## src/rtl/fifo_pkg.sv

```systemverilog
// Shared types and helpers for the FIFO read-side packer.
package fifo_pkg;

    // Packer control states: normal filling, waiting for a read to land, emitting a partial word.
    typedef enum logic [1:0] {
        FILL       = 2'd0,
        FLUSH_WAIT = 2'd1,
        FLUSH_EMIT = 2'd2
    } pk_state_t;

    localparam int DEF_DATA_WIDTH = 8;
    localparam int DEF_PACK       = 4;
    localparam int MAX_PACK       = 16;

    // Lane enable vector: bit i is set when lane i holds a valid entry.
    function automatic logic [MAX_PACK-1:0] lane_mask(input int unsigned count);
        logic [MAX_PACK-1:0] m;
        m = '0;
        for (int unsigned i = 0; i < MAX_PACK; i++) begin
            m[i] = (i < count);
        end
        return m;
    endfunction

endpackage

```

## src/rtl/fifo_rd_packer.sv

```systemverilog
// Pulls entries from the FIFO read port and packs PACK of them into one wide
// word presented on a valid/ready interface; FLUSH drains a partial word.
module fifo_rd_packer
    import fifo_pkg::*;
#(
    parameter int DATA_WIDTH = DEF_DATA_WIDTH,
    parameter int PACK       = DEF_PACK,
    parameter int CNT_W      = $clog2(PACK + 1)
) (
    input  logic                       CLK,
    input  logic                       RST,
    input  logic                       REMPTY,
    input  logic [DATA_WIDTH-1:0]      RDATA,
    output logic                       R_INC,
    input  logic                       FLUSH,
    output logic [DATA_WIDTH*PACK-1:0] OUT_DATA,
    output logic [CNT_W-1:0]           OUT_COUNT,
    output logic                       OUT_VALID,
    input  logic                       OUT_READY,
    output logic                       FLUSH_BUSY
);

    localparam logic [CNT_W-1:0] PACK_C  = CNT_W'(PACK);
    localparam logic [CNT_W-1:0] PACK_M1 = CNT_W'(PACK - 1);

    pk_state_t                 state_q, state_d;
    logic [DATA_WIDTH*PACK-1:0] acc_q, acc_d;
    logic [CNT_W-1:0]          acc_cnt_q, acc_cnt_d;
    logic                      inflight_q;
    logic [DATA_WIDTH*PACK-1:0] out_data_q, out_data_d;
    logic [CNT_W-1:0]          out_count_q, out_count_d;
    logic                      out_valid_q, out_valid_d;

    logic                      out_free;
    logic [CNT_W-1:0]          cnt_land;
    logic [PACK-1:0]           lane_en;
    logic                      load_full;
    logic                      load_flush;
    logic                      rd_room;
    logic                      rd_chain;

    // Accumulator capture and output-register load for this edge.
    always_comb begin
        out_free = !out_valid_q || OUT_READY;
        // An in-flight read lands this edge, so it counts toward the word now.
        cnt_land = acc_cnt_q + {{(CNT_W-1){1'b0}}, inflight_q};

        acc_d = acc_q;
        for (int i = 0; i < PACK; i++) begin
            if (inflight_q && (acc_cnt_q == CNT_W'(i))) begin
                acc_d[i*DATA_WIDTH +: DATA_WIDTH] = RDATA;
            end
        end

        load_full  = (cnt_land == PACK_C) && out_free;
        load_flush = (state_q == FLUSH_EMIT) && out_free;

        acc_cnt_d   = cnt_land;
        out_data_d  = out_data_q;
        out_count_d = out_count_q;
        out_valid_d = out_valid_q && !OUT_READY;
        lane_en     = PACK'(lane_mask(32'(cnt_land)));

        if (load_full || load_flush) begin
            out_data_d = acc_d;
            // Stale lanes from the previous word must not leak into a partial word.
            for (int i = 0; i < PACK; i++) begin
                if (!lane_en[i]) begin
                    out_data_d[i*DATA_WIDTH +: DATA_WIDTH] = '0;
                end
            end
            out_count_d = cnt_land;
            out_valid_d = 1'b1;
            acc_cnt_d   = '0;
        end
    end

    // Next-state logic for the flush sequencer.
    always_comb begin
        state_d = state_q;
        unique case (state_q)
            FILL: begin
                if (FLUSH) state_d = FLUSH_WAIT;
            end
            FLUSH_WAIT: begin
                // Decide on the post-edge count so a word completing now is not re-emitted empty.
                if (!inflight_q) state_d = (acc_cnt_d == '0) ? FILL : FLUSH_EMIT;
            end
            FLUSH_EMIT: begin
                if (out_free) state_d = FILL;
            end
            default: state_d = FILL;
        endcase
    end

    // Read request and busy flag; reads are only issued while filling and never during reset.
    always_comb begin
        rd_room    = ({1'b0, acc_cnt_q} + {{CNT_W{1'b0}}, inflight_q}) < {1'b0, PACK_C};
        rd_chain   = (acc_cnt_q == PACK_M1) && inflight_q && out_free;
        R_INC      = !RST && (state_q == FILL) && !FLUSH && !REMPTY && (rd_room || rd_chain);
        FLUSH_BUSY = (state_q != FILL);
    end

    // State, accumulator and output register update.
    always_ff @(posedge CLK or posedge RST) begin
        if (RST) begin
            state_q     <= FILL;
            acc_q       <= '0;
            acc_cnt_q   <= '0;
            inflight_q  <= 1'b0;
            out_data_q  <= '0;
            out_count_q <= '0;
            out_valid_q <= 1'b0;
        end else begin
            state_q     <= state_d;
            acc_q       <= acc_d;
            acc_cnt_q   <= acc_cnt_d;
            inflight_q  <= R_INC;
            out_data_q  <= out_data_d;
            out_count_q <= out_count_d;
            out_valid_q <= out_valid_d;
        end
    end

    assign OUT_DATA  = out_data_q;
    assign OUT_COUNT = out_count_q;
    assign OUT_VALID = out_valid_q;

endmodule
```

## config.mk

```make
export PLATFORM = sky130hd
export DESIGN_NAME = fifo_rd_packer
export DESIGN_NICKNAME = d
export VERILOG_FILES = /design/src/rtl/fifo_pkg.sv /design/src/rtl/fifo_rd_packer.sv
export SDC_FILE = /design/constraint.sdc
export NUM_CORES = 1
export LEC_CHECK = 0
export CAP_MARGIN = 20
export CORE_ASPECT_RATIO = 0.5
export CORE_UTILIZATION = 35
export DETAILED_ROUTE_END_ITERATION = 7
export GPL_TIMING_DRIVEN = 0
export MAX_ROUTING_LAYER = met4
export RECOVER_POWER = 50
export SYNTH_ARGS = -nofsm -noshare
export SYNTH_HDL_FRONTEND = slang
export SYNTH_SLANG_ARGS = --single-unit
```

## constraint.sdc

```tcl
create_clock -name CLK -period 3.1 [get_ports CLK]
set_input_delay 0.465 -clock CLK [delete_from_list [all_inputs] [get_ports CLK]]
set_output_delay 0.465 -clock CLK [all_outputs]
set_load 0.05 [all_outputs]
```

Word level (Yosys, flattened, before mapping)
Cells that the tools add are included.
{"block": "classes", "n_shift": 0, "order_cmp": 5, "n_div": 0, "n_eq_ne": 9, "bitwise_logic": 0, "n_mul": 0, "add_sub_neg": 2, "muxes": 15, "n_reduce_logical": 25}
{"cell": "8-bit 2-to-1 mux", "n": 8}
{"cell": "1-bit logical AND", "n": 12}
{"cell": "2-bit 2-to-1 mux", "n": 4}
{"cell": "3-bit by 2-bit equality test with 1-bit output, second input constant", "n": 2}
{"cell": "3-bit zero test", "n": 2}
{"cell": "1-bit by 3-bit less-than comparator with 1-bit output, first input constant", "n": 2}
{"cell": "2-bit by 3-bit less-than comparator with 1-bit output, first input constant", "n": 2}
{"cell": "2-bit != test, second input constant", "n": 3}
{"cell": "2-bit one-hot mux with 3 select lines", "n": 1}
{"cell": "1-bit zero test", "n": 5}
{"cell": "3-bit by 1-bit adder with 4-bit output", "n": 1}
{"cell": "4-bit by 3-bit less-than comparator with 1-bit output, second input constant", "n": 1}
{"cell": "3-bit by 1-bit adder with 3-bit output", "n": 1}
{"cell": "3-bit by 1-bit equality test with 1-bit output, second input constant", "n": 1}
{"cell": "3-bit equality test, second input constant", "n": 1}
{"cell": "1-bit logical OR", "n": 3}
{"cell": "3-bit 2-to-1 mux", "n": 1}
{"cell": "3-bit AND reduction", "n": 1}
{"cell": "2-bit by 1-bit equality test with 1-bit output, second input constant", "n": 1}
{"cell": "2-bit equality test, second input constant", "n": 1}
{"cell": "2-bit zero test", "n": 1}
{"cell": "2-bit nonzero test", "n": 1}
{"cell": "1-bit 2-to-1 mux", "n": 1}
{"block": "word_totals", "inputBits": 13, "word_cells": 63, "reg_bits": 74, "memories": 0, "ramBits": 0, "output_inout_bits": 38, "rom_bits": 0, "latch_bits": 0}

Depth between registers and ports, before layout
Gate-level depths: netlist (run 1).
{"block": "depth", "ltp_word": 9, "mapped_depth": 8, "mapped_depth_nobuf": 6}

Least setup slack after synthesis (run 1)
No wires, ideal clock.
{"block": "synth_path", "kind": "input-to-output", "startpoint": "input RST", "endpoint": "output R_INC", "path_buffers": 0, "setup_slack_ps": -71, "t_required_ps": 2635, "stages": 2, "arrival_ps": 2706, "cell_sequence": "inv_1 > and3_1"}
{"block": "synth_between", "elab_chain_cells": 5}
{"item": "start, declared", "line_no": "fifo_rd_packer.sv:11", "text": "input logic RST,"}
{"item": "1-bit zero test (no line)"}
{"item": "1-bit logical AND (4 in a row)", "line_no": "fifo_rd_packer.sv:100", "text": "R_INC = !RST && (state_q == FILL) && !FLUSH && !REMPTY && (rd_room || rd_chain);"}
{"item": "end, declared", "line_no": "fifo_rd_packer.sv:14", "text": "output logic R_INC,"}
No other way between the ends.

Worst setup path after layout (run 1)
{"block": "layout_path", "startpoint": "register acc_cnt_q[2]", "endpoint": "output R_INC"}
{"block": "layout_between", "elab_chain_cells": 5, "word_cells_on_any_way": 7, "cone_classes": "1 x add/sub; 1 x order compare; 1 x eq/ne; 4 x reduce/logical"}
{"item": "start, declared", "line_no": "fifo_rd_packer.sv:28", "text": "logic [CNT_W-1:0] acc_cnt_q, acc_cnt_d;"}
{"item": "start signal, assigned", "line_no": "fifo_rd_packer.sv:117", "text": "acc_cnt_q <= acc_cnt_d;"}
{"item": "branches (longest 3 deep; another with 3-bit by 1-bit adder with 4-bit output)"}
{"item": "1-bit logical OR *", "line_no": "fifo_rd_packer.sv:100"}
{"item": "1-bit logical AND *", "line_no": "fifo_rd_packer.sv:100"}
Mark *: on every way between the ends.

==> results.md, run 1 <==
* Critical-path cell list: buf_6 > nand4b_1 > o221ai_1 > and3_1 > dlygate4sd2_1
* P_sw at 1.44 mW
* Syn nets at 247
* Distinct cells, synth at 34
* XOR/XNOR Fraction of Synth Area at 0.00573
* Clock Tree Buf Depth at 2
* Startpoint Class: register
* # Max-Cap Violations at 0
* Layout area overhead at 29.8%
* TritonCTS buffer count at 9
* Post-synthesis mux area share at 0.138
* Overflow after GRT at 0
* Number of synthesized flops with an enable pin at 0
* Routed len/inst at 16.9 um
* Diode count at 0
* Share of layout cells above drive strength 1 at 0.167
* Power per cell area at 957 mW/mm2
* Vias per cell at 4.93
* DR iter-0 viols at 105
* Starting Density at 0.371
* IO Port Bufs at 50
* Max FO, Critical Path at 9
* Filler Cells Inserted at 761
* Lkg Pwr at 1.76 nW
* Reg2Reg Depth at 8
* Reg area at 0.00185 mm2
* Flop pwr share at 0.363
* Die extent in x at 134 um
* DRC at 0
* Reg-to-reg endpoint: OUT_DATA[29]$_DFFE_PP0P_
* Total design power at 3.80 mW
* # setup viols final at 0
* Synth Area in Adders at 0.00819
* Main synth FF type: dfrtp_1
* Hold path cells at 1
* Sink Count at 74
* RSZ-0062 raised after global routing: no
* Sw Ratio at 0.378
* FP Rows at 23
* Clock share of power at 0.269
* Cell area after synthesis at 0.00306 mm2
* Final Max Tran Viols at 0
* Final setup TNS at 0 ns
* Clk_lat worst skew at 0.33 ns
* Max-Slew Margin vs Limit at 0.337
* Post-Synth Simple-Gate Area at 0.111
* FMAX at 0.348 GHz
* Pre-antenna DRT Iters at 4
* Vias at 2028
* Final core utilization at 0.482
* Crit. Startpoint: acc_cnt_q[2]$_DFF_PP0_
* Area of the die at 0.00913 mm2
* Post-route ant nets at 0
* Worst VDD drop at 0.323 mV
* Post-synthesis cell count at 232
* Core Area at 0.00823 mm2
* Final Hold Viols at 0
* Largest net degree at the start of global routing at 42
* Die height at 68.1 um
* Post-synth ARST share at 1.00
* Post-detail-place hpwl at 4750 um
* Status: finished, final reports clean
* GR Util All Layers at 0.172
* Setup CP Type: reg2out
* Vias in the first global route at 2163
* Worst Setup EP: R_INC
* CTS tree: yes
* Setup crit end kind: output pin
* Final #Nets at 309
* Power share of the combinational group at 0.368
* Avg Cell Area, Syn at 13.2 um2
* Commonest non-fill, non-tap cell in the layout: dfrtp_1
* GP Congestion at 0.767
* Launching point of the worst reg2reg path: acc_cnt_q[0]$_DFF_PP0_
* Slew @ Worst Pin at 0.994 ns
* Crit-path slowest cell: dlygate4sd2_1
* Final Critical Period at 2.87 ns
* H-tree levels at 3
* Hold Path Class: reg2reg
* Skew final at 0.00575 ns
* First-pass GRT wire length at 11200 um
* WL final at 6950 um
* Setup slack, reg-to-reg at 0.82 ns
* Req. time, crit path at 2.63 ns
* Synth Area in Compound Gates at 0.0929
* I/O pin count at 51
* Period utilization at 0.927
* Flops & latches, synth at 74
* YS warnings at 0
* Max incr delay on CP at 0.53 ns
* Non-filler cells, final at 411
* Clock transition at path regs at 0.06 ns
* Initial antenna violation count at 0
* Multi-input gate area at 0.00106 mm2
* Cells after DPL at 395
* Sequential area share after synthesis at 0.606
* Critical path arrival at 2.41 ns
* CTS root buf: clkbuf_16
* Largest family of logic cells by synthesized area: multiplexers
* Most frequent cells in the layout: 74 x dfrtp_1, 46 x clkdlybuf4s50_1, 20 x mux2_2
* Int Pwr at 2.36 mW
what timing repair did:
| action | 4_1_cts | 5_1_grt |
|---|---|---|
| endpoints found under the setup margin | 1 | 1 |
| setup buffers | 0 | 0 |
| gates cloned | 0 | 1 |
| gates resized for setup | 1 | 0 |
| hold buffers | 0 | 0 |
metal layers:
layer | wire (um) | GRT usage
met5 | 0 | -
met1 | 3510 | 0.224
met2 | 3130 | 0.264
met3 | 210 | 0.0444
met4 | 92 | 0.0646
registers in the layout, indices dropped and copies added, names as in the netlist:
| register | cells |
|---|---|
| inflight_q | 1 |
| OUT_DATA | 32 |
| state_q | 2 |
| acc_q | 32 |
| OUT_COUNT | 3 |
| OUT_VALID | 1 |
| acc_cnt_q | 3 |
per-stage QoR:
| stage | area [um2] | worst slack [ns] | hold slack (ns) |
|---|---|---|---|
| after floorplan | 3060 | 0.539 | 0.433 |
| after global placement | 3700 | -0.916 | 0.445 |
| after detailed placement | 3720 | -0.301 | 0.458 |
| after CTS | 4010 | 0.102 | 0.467 |
| after global routing | 3970 | 0.0471 | 0.503 |
| final | 3970 | 0.226 | 0.468 |
cells in the mapped netlist (2+ instances only):
library cell,count,area share
ha_1,2,0.0082
and3_1,9,0.018
inv_1,10,0.012
buf_6,2,0.0074
a22o_1,8,0.023
mux2_2,26,0.096
o2bb2ai_1,16,0.046
a21oi_1,2,0.0033
dfrtp_1,74,0.61
nand3_1,17,0.028
nand2_1,6,0.0074
nor2_1,6,0.0074
nand4_1,8,0.016
and2_1,3,0.0061
mux2_4,8,0.039
buf_2,8,0.013
clkbuf_1,3,0.0037
o21ai_0,7,0.011
nand2b_1,2,0.0041
how the worst min path moves through the flow:
| stage | from | endpoint | slack, ns |
|---|---|---|---|
| detailed placement | state_q[1]$_DFFE_PP0P_ | state_q[0]$_DFFE_PP0P_ | 0.46 |
| global route | acc_q[21]$_DFF_PP0_ | acc_q[21]$_DFF_PP0_ | 0.50 |
| global placement | state_q[1]$_DFFE_PP0P_ | state_q[0]$_DFFE_PP0P_ | 0.45 |
| finish | state_q[1]$_DFFE_PP0P_ | state_q[0]$_DFFE_PP0P_ | 0.47 |
| CTS | state_q[1]$_DFFE_PP0P_ | state_q[0]$_DFFE_PP0P_ | 0.47 |
| floorplan | state_q[1]$_DFFE_PP0P_ | state_q[0]$_DFFE_PP0P_ | 0.43 |
power groups by stage:
stage	clock [mW]	sequential [mW]	combinational, mW
floorplan	0	1.76	0.604
CTS	1.04	1.38	1.43
global placement	0	1.38	1.40
detailed placement	0	1.39	1.42
global route	1.08	1.41	1.50
finish	1.02	1.38	1.40
critical path, delay by kind of cell, from the launching register on:
kind                   cells  cell delay [ns]
AO/OA/AOI/OAI              1             0.33
AND/OR/NAND/NOR            2             0.72
buffers and inverters      2             0.67
flip-flops                 1             0.37
cell type report:
class	count	share of cell area
Inverter	10	0.0104
Tap cell	112	0.0353
Buffer	13	0.0164
Timing Repair Buffer	51	0.127
Timing Repair inverter	1	0.00126
Multi-Input combinational cell	134	0.268
Sequential cell	74	0.467
Clock inverter	6	0.0170
Clock buffer	10	0.0577
cells by family (layout without fill, tap and decap cells):
family,after synthesis,in the layout
buffers and inverters,24,91
XOR/XNOR,2,2
AND/OR/NAND/NOR,58,58
adder cells (fa/ha/maj),2,2
flip-flops,74,74
multiplexers,35,35
AO/OA/AOI/OAI,37,37
Note: power is estimated with default switching activity, not from simulation.
==> run 2: changes to the inputs <==
Settings changed: CTS_CLUSTER_DIAMETER set to 50.
==> results of run 2 <==
Same layout as run 1: the final DEF is identical, and so are final timing and power.
==> run 3: changes to the inputs <==
Settings changed: CORE_UTILIZATION 35 to 52, CTS_CLUSTER_DIAMETER 50 to 80, PLACE_DENSITY set to 0.78.
Clock period 3.1 ns to 2.9 ns, I/O delays scaled along.
==> run 3 against run 2 <==
  * First-iteration DRC count decreased by 15%
  * Die area decreased by 32%
  * Global-route usage increased by 8.2 points
  * Flip-flop and latch count unchanged
  * Critical endpoint unchanged
  * Largest cell class unchanged
==> results.md, run 3 (same netlist as run 1, synthesis figures left out) <==
* Status: finished, final reports clean (unchanged)
* Overflow after GRT at 0 (unchanged)
* RSZ-0062 raised after global routing: no (unchanged)
* Max FO, Critical Path at 9 (unchanged)
* Worst VDD drop at 0.611 mV (was 0.323 mV)
* Period utilization at 0.959
* Clock Tree Buf Depth at 2 (unchanged)
* FMAX at 0.360 GHz
* WL final at 6960 um (was 6950 um)
* Skew final at 0.00787 ns (was 0.00575 ns)
* Critical path arrival at 2.35 ns (was 2.41 ns)
* Vias per cell at 5.65 (was 4.93)
* Hold Path Class: reg2reg (unchanged)
* Starting Density at 0.549 (was 0.371)
* TritonCTS buffer count at 9 (unchanged)
* DRC at 0 (unchanged)
* Final Critical Period at 2.78 ns
* Max incr delay on CP at 0.53 ns (about the same)
* Core Area at 0.00556 mm2 (was 0.00823 mm2)
* Met2 usage in global routing at 0.369 (was 0.264)
* Power per cell area at 1040 mW/mm2 (was 957 mW/mm2)
* Initial antenna violation count at 0 (unchanged)
* Area post-placement at 0.00367 mm2 (was 0.00372 mm2)
* Largest net degree at the start of global routing at 44 (was 42)
* Final Hold Viols at 0 (unchanged)
* Clock transition at path regs at 0.06 ns (about the same)
* IO Port Bufs at 50 (unchanged)
* H-tree levels at 3 (unchanged)
* CTS root buf: clkbuf_16 (unchanged)
* Worst Setup EP: R_INC (unchanged)
* Startpoint Class: register (unchanged)
* CTS hold repair buffers at 0 (unchanged)
* Launching point of the worst reg2reg path: inflight_q$_DFF_PP0_ (was acc_cnt_q[0]$_DFF_PP0_)
* DR iter-0 viols at 89 (was 105)
* CTS tree: yes (unchanged)
* Min Hold Slack at 0.488 ns (was 0.468 ns)
* Final #Nets at 309 (unchanged)
* Most frequent cells in the layout: 74 x dfrtp_1, 47 x clkdlybuf4s50_1, 20 x mux2_2 (was 74 x dfrtp_1, 46 x clkdlybuf4s50_1, 20 x mux2_2)
* Final setup TNS at 0 ns (unchanged)
* Slew @ Worst Pin at 0.766 ns (was 0.994 ns)
* Req. time, crit path at 2.47 ns (was 2.63 ns)
* Vias in the first global route at 2183 (was 2163)
* Max-Slew Margin vs Limit at 0.487 (was 0.337)
* Hold_sp: acc_q[12]$_DFF_PP0_ (was state_q[1]$_DFFE_PP0P_)
* Met1 Use GR at 0.332 (was 0.224)
* Sink Count at 74 (unchanged)
* Reg2Reg Depth at 8 (unchanged)
* Post-route ant nets at 0 (unchanged)
* Final Max Tran Viols at 0 (unchanged)
* I/O pin count at 51 (unchanged)
* GP Congestion at 0.845 (was 0.767)
* # Max-Cap Violations at 0 (unchanged)
* Vias at 2101 (was 2028)
* Setup slack, reg-to-reg at 0.54 ns (was 0.82 ns)
* Lkg Pwr at 1.76 nW (about the same)
* First-pass GRT wire length at 11400 um (was 11200 um)
* Area of the die at 0.00621 mm2 (was 0.00913 mm2)
* Routed len/inst at 18.7 um (was 16.9 um)
* Commonest non-fill, non-tap cell in the layout: dfrtp_1 (unchanged)
* Reg-to-reg endpoint: OUT_DATA[15]$_DFFE_PP0P_ (was OUT_DATA[29]$_DFFE_PP0P_)
* Layout area overhead at 28.7% (was 29.8%)
* Clk_lat worst skew at 0.34 ns (was 0.33 ns)
* Filler Cells Inserted at 410 (was 761)
* Share of layout cells above drive strength 1 at 0.171 (was 0.167)
* Die height at 56.2 um (was 68.1 um)
* Crit. Startpoint: acc_cnt_q[2]$_DFF_PP0_ (unchanged)
* FP Rows at 19 (was 23)
* M3 GR Usage at 0.0752 (was 0.0444)
* Pre-antenna DRT Iters at 4 (unchanged)
* Die extent in x at 110 um (was 134 um)
* Setup crit end kind: output pin (unchanged)
* Critical-path cell list: buf_6 > nand4b_1 > o221ai_1 > and3_1 > clkdlybuf4s15_2 (was buf_6 > nand4b_1 > o221ai_1 > and3_1 > dlygate4sd2_1)
* Diode count at 0 (unchanged)
* Number of buffers added for setup after CTS at 0 (unchanged)
* Final core utilization at 0.707 (was 0.482)
* GR Util All Layers at 0.255 (was 0.172)
* Setup slack at placement at -0.515 ns (was -0.301 ns)
* Crit-path slowest cell: nand4b_1 (was dlygate4sd2_1)
* GR peak layer: met2 (unchanged)
* Final WS setup at 0.119 ns (was 0.226 ns)
* Design area at 0.00394 mm2 (was 0.00397 mm2)
* Setup CP Type: reg2out (unchanged)
* # setup viols final at 0 (unchanged)
* Post-detail-place hpwl at 4600 um (was 4750 um)
## run 3: cell types whose count changed in the layout (fill, tap and decap cells not counted), sizes merged
cell	delta
clkbuf	-1
dlygate4sd2	-1
clkdlybuf4s15	+1
clkdlybuf4s50	+1
dlygate4sd3	-1
buf	+1
inv	+1
clkinvlp	+1
clkinv	-2
## run 3: worst min path at each step
| stage | slack [ns] | cells past startpoint | end |
|---|---|---|---|
| 5_1_grt | 0.51 | 1 | OUT_DATA[31]$_DFFE_PP0P_ |
| 3_3_place_gp | 0.44 | 1 | state_q[0]$_DFFE_PP0P_ |
| 4_1_cts | 0.49 | 1 | OUT_DATA[31]$_DFFE_PP0P_ |
| 3_5_place_dp | 0.48 | 1 | acc_q[18]$_DFF_PP0_ |
| 6_report | 0.49 | 1 | acc_q[12]$_DFF_PP0_ |
| 2_1_floorplan | 0.43 | 1 | state_q[0]$_DFFE_PP0P_ |
## run 3: per-stage QoR
| step | total power [mW] | std cells |
|---|---|---|
| 2_1_floorplan | 2.52 | 232 |
| 3_3_place_gp | 2.95 | 355 |
| 3_5_place_dp | 3.01 | 356 |
| 4_1_cts | 4.12 | 373 |
| 5_1_grt | 4.26 | 372 |
| 6_report | 4.08 | 372 |
## run 3: worst max-delay path, delay by kind of cell, from the launching register on
kind	cells	cell delay [ns]
AOI/OAI and AO/OA	1	0.35
DFF	1	0.37
buffers and inverters	2	0.53
and+or+nand+nor	2	0.77
## run 3: area by class of cell
type | count | area, um2 | share of cell area
buffer | 13 | 65.1 | 0.0165
clock buffer | 10 | 229 | 0.0582
clock inverter | 6 | 66.3 | 0.0169
inverter | 10 | 41.3 | 0.0105
multi-input combinational | 134 | 1060 | 0.270
sequential | 74 | 1850 | 0.471
tap | 73 | 91.3 | 0.0232
timing repair buffer | 51 | 522 | 0.133
timing repair inverter | 1 | 5.00 | 0.00127
## run 3: where the power goes
group | internal, mW | leakage (nW) | switching (mW)
Combinational | 0.527 | 0.651 | 0.979
Clock | 0.667 | 0.135 | 0.428
Sequential | 1.33 | 0.973 | 0.148
## run 3: timing repair
action	4_1_cts	5_1_grt
pin swaps	0	0
hold endpoints to repair	0	0
resized for setup	3	0
gates cloned	1	0
endpoints found under the setup margin	1	1
## run 3: metal layers
metal	vias to the layer above	part of all wire
met1	1059	0.46
met4	0	0.025
met2	57	0.46
met5	-	0
li1	966	-
met3	19	0.053
